File: src/rtl/rd_stream_pkg.sv
// Shared types and constants for the FIFO read-side stream adapter.
package rd_stream_pkg;

    localparam int BUF_DEPTH      = 2;
    localparam int DATA_WIDTH_DEF = 8;

    typedef enum logic [1:0] {
        B_EMPTY = 2'd0,
        B_ONE   = 2'd1,
        B_TWO   = 2'd2
    } buf_state_e;

endpackage

File: src/rtl/rd_stream_buf.sv
// Two-entry ordered word store; entry 0 is always the oldest word.
// Occupancy comes from the owner's FSM, so the store keeps no flags of its own.
module rd_stream_buf #(
    parameter int DATA_WIDTH = 8
) (
    input  logic                  clk,
    input  logic                  rst,
    input  logic                  wr,
    input  logic [DATA_WIDTH-1:0] wdata,
    input  logic                  pop,
    input  logic [1:0]            cnt,
    output logic [DATA_WIDTH-1:0] head
);

    logic [DATA_WIDTH-1:0] e0_q, e0_d;
    logic [DATA_WIDTH-1:0] e1_q, e1_d;
    logic [1:0]            slot;

    always_comb begin
        e0_d = e0_q;
        e1_d = e1_q;
        slot = cnt - {1'b0, pop};
        if (pop) begin
            e0_d = e1_q;
        end
        // Write lands behind whatever survives this cycle's pop.
        if (wr) begin
            if (slot == 2'd0) begin
                e0_d = wdata;
            end else begin
                e1_d = wdata;
            end
        end
    end

    always_ff @(posedge clk) begin
        if (rst) begin
            e0_q <= '0;
            e1_q <= '0;
        end else begin
            e0_q <= e0_d;
            e1_q <= e1_d;
        end
    end

    assign head = e0_q;

endmodule

File: src/rtl/rd_stream_adapter.sv
// Turns the FIFO's empty/r_en/rdata (1-cycle read latency) into a valid/ready stream.
// Define RD_STREAM_PERF_EN to add the stall_cnt backpressure counter port.
module rd_stream_adapter
    import rd_stream_pkg::*;
#(
    parameter int DATA_WIDTH = rd_stream_pkg::DATA_WIDTH_DEF,
    parameter int BUF_DEPTH  = rd_stream_pkg::BUF_DEPTH
) (
    input  logic                  rclk,
    input  logic                  rrst,
    input  logic                  empty,
    output logic                  r_en,
    input  logic [DATA_WIDTH-1:0] rdata,
    output logic                  m_valid,
    input  logic                  m_ready,
    output logic [DATA_WIDTH-1:0] m_data,
`ifdef RD_STREAM_PERF_EN
    output logic [15:0]           stall_cnt,
`endif
    output logic [1:0]            level
);

    buf_state_e state_q, state_d;
    logic       rd_pend_q, rd_pend_d;
    logic       pop, wr;
    logic [2:0] occ;

    assign pop = m_valid & m_ready;
    assign wr  = rd_pend_q;

    // Count in-flight reads as occupied so a returning word always has a slot.
    always_comb begin
        occ       = {1'b0, level} + {2'b00, rd_pend_q} - {2'b00, pop};
        r_en      = !rrst && !empty && (occ < 3'(BUF_DEPTH));
        rd_pend_d = r_en;
    end

    always_ff @(posedge rclk) begin
        if (rrst) begin
            state_q   <= B_EMPTY;
            rd_pend_q <= 1'b0;
        end else begin
            state_q   <= state_d;
            rd_pend_q <= rd_pend_d;
        end
    end

    always_comb begin
        state_d = state_q;
        case (state_q)
            B_EMPTY: if (wr && !pop) state_d = B_ONE;
            B_ONE: begin
                if (wr && !pop)      state_d = B_TWO;
                else if (!wr && pop) state_d = B_EMPTY;
            end
            B_TWO:   if (!wr && pop) state_d = B_ONE;
            default: state_d = B_EMPTY;
        endcase
    end

    always_comb begin
        m_valid = (state_q != B_EMPTY);
        level   = state_q;
    end

    rd_stream_buf #(.DATA_WIDTH(DATA_WIDTH)) u_buf (
        .clk   (rclk),
        .rst   (rrst),
        .wr    (wr),
        .wdata (rdata),
        .pop   (pop),
        .cnt   (level),
        .head  (m_data)
    );

`ifdef RD_STREAM_PERF_EN
    logic [15:0] stall_cnt_q, stall_cnt_d;

    always_comb begin
        stall_cnt_d = stall_cnt_q;
        if (m_valid && !m_ready && (stall_cnt_q != 16'hFFFF)) begin
            stall_cnt_d = stall_cnt_q + 16'd1;
        end
    end

    always_ff @(posedge rclk) begin
        if (rrst) begin
            stall_cnt_q <= '0;
        end else begin
            stall_cnt_q <= stall_cnt_d;
        end
    end

    assign stall_cnt = stall_cnt_q;
`endif

endmodule

File: config.mk
export PLATFORM = sky130hd
export DESIGN_NAME = rd_stream_adapter
export DESIGN_NICKNAME = d
export VERILOG_FILES = /design/src/rtl/rd_stream_pkg.sv /design/src/rtl/rd_stream_buf.sv /design/src/rtl/rd_stream_adapter.sv
export SDC_FILE = /design/constraint.sdc
export NUM_CORES = 1
export LEC_CHECK = 0
export ABC_AREA = 0
export CORE_ASPECT_RATIO = 1.2
export CORE_UTILIZATION = 28
export DETAILED_ROUTE_END_ITERATION = 8
export GPL_TIMING_DRIVEN = 0
export PLACE_DENSITY = 0.53
export SLEW_MARGIN = 40
export SYNTH_ARGS = -nofsm -noshare
export SYNTH_HDL_FRONTEND = slang
export SYNTH_SLANG_ARGS = --single-unit
File: constraint.sdc
create_clock -name rclk -period 2.9 [get_ports rclk]
set_input_delay 0.58 -clock rclk [delete_from_list [all_inputs] [get_ports rclk]]
set_output_delay 0.58 -clock rclk [all_outputs]
set_load 0.05 [all_outputs]
# Yosys cells after proc, flatten, opt, wreduce, memory -nomap -nowiden
# Cells that the tools add are included.
# classes
n_addsub	3
n_lt_le_gt_ge	1
eq_ne	5
muxes	8
n_bitwise	2
n_reduce_logical	13
# op_table
op	n
2-to-1 mux 8 bit	3
2-to-1 mux 2 bit	4
one-hot mux 2 bit (3 select lines)	1
logical AND 1 bit	4
zero test 1 bit	4
zero test 2 bit	2
!= test 2 bit (second input constant)	2
adder 2 x 1 -> 3 bit	1
< comparator 3 x 2 -> 1 bit (second input constant)	1
!= test 3 bit (second input constant)	1
AND reduction 3 bit	1
subtractor 3 x 1 -> 3 bit	1
equality test 2 x 1 -> 1 bit (second input constant)	1
equality test 2 bit (second input constant)	1
AND reduction 2 bit	1
nonzero test 2 bit	1
subtractor 2 x 1 -> 2 bit	1
bitwise AND 1 bit	1
inverter 1 bit	1
# word_totals
reg_bits	19
in_bits	12
wordCells	36

# Logic depth before layout (Yosys ltp)
# logic_depth
word_depth	6
depth_mapped	9
depth_no_buf	7

# Hierarchy
# Synthesis repeated with hierarchy kept, for this count alone.
# unflattened
hier_cells	118
hier_area_um2	1119.8
# modules_own_cells
mod	n_inst	cells_each	area_per_inst_um2
rd_stream_buf	1	96	912.1
rd_stream_adapter	1	22	207.7

# Worst setup path before layout
# Ideal clock, no wire load.
# synth_path
kind	register to output
start	reg state_q[1] (netlist: level[1])
end	out r_en
t_arrival_ps	4003
t_required_ps	2320
setup_slack_ps	-1683
stages_incl_launch_ff	10
n_path_buf	2
path_cell_list	dfxtp_1 > buf_6 > o21a_1 > buf_2 > clkinv_1 > ha_1 > nand2b_1 > fa_1 > xor2_1 > nor4b_1
# synth_between
elab_chain_len	5
word_cells_on_any_way	6
# synth_lines
element	line_no	source
start: declaration	rd_stream_adapter.sv:23	buf_state_e state_q, state_d;
start signal: assignment	rd_stream_adapter.sv:43	state_q <= state_d;
branches (longest 2 deep; another with adder 2 x 1 -> 3 bit)	-	
subtractor 3 x 1 -> 3 bit (*)	rd_stream_adapter.sv:33	occ = {1'b0, level} + {2'b00, rd_pend_q} - {2'b00, pop};
< comparator 3 x 2 -> 1 bit (*)	rd_stream_adapter.sv:34	r_en = !rrst && !empty && (occ < 3'(BUF_DEPTH));
logical AND 1 bit (*)	rd_stream_adapter.sv:34	
end: declaration	rd_stream_adapter.sv:12	output logic r_en,
# Mark *: on every way between the ends.

# Worst setup path after layout
# layout_path
start	in m_ready
end	out r_en
# layout_between
elab_chain_len	4
# layout_lines
element	line_no	source
start: declaration	rd_stream_adapter.sv:15	input logic m_ready,
bitwise AND 1 bit	rd_stream_adapter.sv:28	assign pop = m_valid & m_ready;
subtractor 3 x 1 -> 3 bit	rd_stream_adapter.sv:33	
< comparator 3 x 2 -> 1 bit	rd_stream_adapter.sv:34	
logical AND 1 bit	rd_stream_adapter.sv:34	
# Every way passes these cells.

==> out/metrics.cfg <==
[outcome]
outcome=complete, but fails checks
violations=design-rule violations

[detailed_routing]
ant_nets=0
drt_iter0_drc=27
drc=1
vias_per_cell=4.775
vias=826
drtPass1Iterations=6
drt-total-wl_um=2452
detail_route.wl_per_cell_um=14.17

[layout]
n_antenna_cell=0
fillers=350
final_common_cell=clkdlybuf4s50_1
final_layout_size_suffix_gt1_share_pct=26.47
area_growth_pct=40.39
final_area_sq_um=1435
utilization_pct=41.91
nets=151
layout_common_cells=clkdlybuf4s50_1, nand2b_1, dfxtp_1

[worst_setup_path]
startpoint=m_ready
critPathMaxStageDelay_ns=0.37
slowest_stage=fa_2
worstSetupEndpointType=output port
reg2reg_slack_ns=0.99
r2r-start=level[1]$_SDFFE_PP0P_
worst_ep_arrival_time_ns=2.30
r2r_end=rd_pend_q$_SDFF_PP0_
path_delay_family=adder cells
worst-path-buf-inv=4
crit_path_cell_trace=buf_6 > o21a_1 > buf_6 > clkinv_8 > ha_4 > nand2b_4 > fa_2 > xor2_2 > nor4b_4 > buf_6
required_ns=2.32
start_kind=primary input
endpoint=r_en
crit_top_cell=buf_6
cp.depth=10
rr_worst_depth=8
critical_path.max_fanout=3
path_class=primary input to output port

[placed_design]
place_hpwl_um=1688
io_buffer_count=22
detailedPlace.worstSlack_ns=-1.199
dpl_cell_area_sq_um=1360
gp_congestion=0.6939

[sta]
setup_violations=0
fin_ws_ns=0.01806
slew_viol_final=0
hold_viol=0
timing.final.crit_share_pct=99.38
layout_min_cycle_time_ns=2.882
tns_ns=0
slew_headroom_pct=66.46
skew_ns=0.004345
rsz0062_at_grt=true
worst_pin_slew_ns=0.5015
max_freq_ghz=0.3470

[yosys]
synth-simple-area-share_pct=28.89
synth_compound_area_share_pct=15.06
yosysSeqAreaShare_pct=37.21
yosysTopAreaCellShare_pct=37.21
synth_area_sq_um=1022
muxShareOfSynthArea_pct=7.834
synth.area.top_cells=dfxtp_1, a311oi_2, nand2b_1
synthCells=106
synth_top_family_by_area=simple AND/OR/NAND/NOR gates
synthAdderAreaFrac_pct=3.182
synth_largest_area_cell=dfxtp_1
synth_warnings=0
avgSynthCellArea_sq_um=9.644
syn_nets=120
synth_cell_types=24
synth_edf_count=0
synth_xor_area_share_pct=0.8568
synth_ff_type=dfxtp_1
ys_ff_latch=19
synth_async_sr_flop_share_pct=0

[grt]
antenna_found_initial=0
grt_usage_pct=14.54
grt_max_degree=12
grt_pass1_wl_um=4257
grt_pass1_vias=860
gr-total-overflow=0

[clock_tree]
numCtsBuffers=3
cts_tree=built
clockRootBuffer=clkbuf_8
hold_buffers=0
clock-sinks=19
clock_latency_ns=0.25
cts.htree.levels=1
clkTransAtPathRegs_ns=0.08
clk_path_buf_depth=2

[floorplanning]
start_util_pct=29.85
placementRows=23
io_pins=24
fp.dieH_um=68.19
core_area_sq_um=3425
die_w_um=57.16
die_area_sq_um=3897

[power_and_ir_drop]
p_per_area_nw_per_um2=466.5
p_leak_uw=0.0005053
ir_drop_uv=175.4
finalPower_uw=669.6

[job]
maxCapViolCount=0

[hold_path]
hp-class=flip-flop to flip-flop

-- sequential cells by signal, indices dropped and copies added (netlist names) --
register,cells
level,2
rd_pend_q,1
u_buf.e1_q,8
u_buf.head,8
-- report_power, final --
group / leakage (uW) / switching, uW / internal (uW)
registers: 0.000156 / 10.1 / 275
logic: 0.000323 / 112 / 86.9
clock network: 0.0000255 / 89.9 / 95.4
total: 0.000505 / 212 / 457
-- worst reg2reg max path, cell delays in order, from the launching register on --
cell and delay, ns:
dfxtp_4 0.35, o21a_1 0.19, buf_6 0.13, clkinv_8 0.04
ha_4 0.18, nand2b_4 0.14, fa_2 0.37, xor2_2 0.17
nor4b_1 0.25
-- through the flow --
step | cells | hold slack [ns]
after floorplan | 106 | 0.4490
after global placement | 165 | 0.4587
after detailed placement | 165 | 0.4676
after CTS | 172 | 0.4812
after global routing | 173 | 0.5046
final | 173 | 0.4808
-- Yosys cell counts, types with 2 or more instances --
library cell and n:
a21oi_1 2, a311oi_2 8, buf_2 3, buf_6 4, clkbuf_1 2, dfxtp_1 19
mux2i_1 8, nand2_1 16, nand2b_1 18, nand3b_1 2, nor2_1 2, nor3_1 8
nor4b_1 2, o21a_1 2
-- kinds of logic (layout without fill, tap and decap cells) --
group           Yosys count  count (layout)
mux                       8               8
flops                    19              19
xor+xnor                  1               1
simple gates             53              53
buf+inv                  10              40
compound gates           13              13
fa+ha+maj                 2               2
-- final cells by class --
cell class | count | area [sq um] | area share (%)
Sequential cell | 19 | 387.9 | 27.03
Buffer | 8 | 62.56 | 4.359
Tap cell | 37 | 46.29 | 3.226
Inverter | 1 | 16.27 | 1.133
Clock inverter | 1 | 5.005 | 0.3487
Timing Repair Buffer | 27 | 260.3 | 18.13
Clock buffer | 3 | 41.29 | 2.877
Multi-Input combinational cell | 77 | 615.6 | 42.89
-- worst min path at each step --
| stage | depth (start not counted) | from | to | slack, ns |
|---|---|---|---|---|
| after floorplan | 2 | u_buf.e1_q[7]$_SDFFE_PP0P_ | u_buf.e1_q[7]$_SDFFE_PP0P_ | 0.45 |
| after global placement | 2 | u_buf.e1_q[5]$_SDFFE_PP0P_ | u_buf.e1_q[5]$_SDFFE_PP0P_ | 0.46 |
| after detailed placement | 2 | u_buf.e1_q[6]$_SDFFE_PP0P_ | u_buf.e1_q[6]$_SDFFE_PP0P_ | 0.47 |
| after CTS | 2 | u_buf.e1_q[6]$_SDFFE_PP0P_ | u_buf.e1_q[6]$_SDFFE_PP0P_ | 0.48 |
| after global routing | 2 | u_buf.e1_q[0]$_SDFFE_PP0P_ | u_buf.e1_q[0]$_SDFFE_PP0P_ | 0.50 |
| final | 2 | u_buf.e1_q[0]$_SDFFE_PP0P_ | u_buf.e1_q[0]$_SDFFE_PP0P_ | 0.48 |
-- routing by layer --
metal	routed length [um]	global-route usage, %
met5	0	0
met4	8	3.659
met3	88	2.268
met2	1139	24.71
met1	1217	19.29
-- repair_timing --
item                                    CTS  global route
pin swaps                                 3             3
endpoints found under the setup margin    1             1
setup buffers                             4             1
gates resized for setup                  11             1
Note: power is estimated with default switching activity, not from simulation.
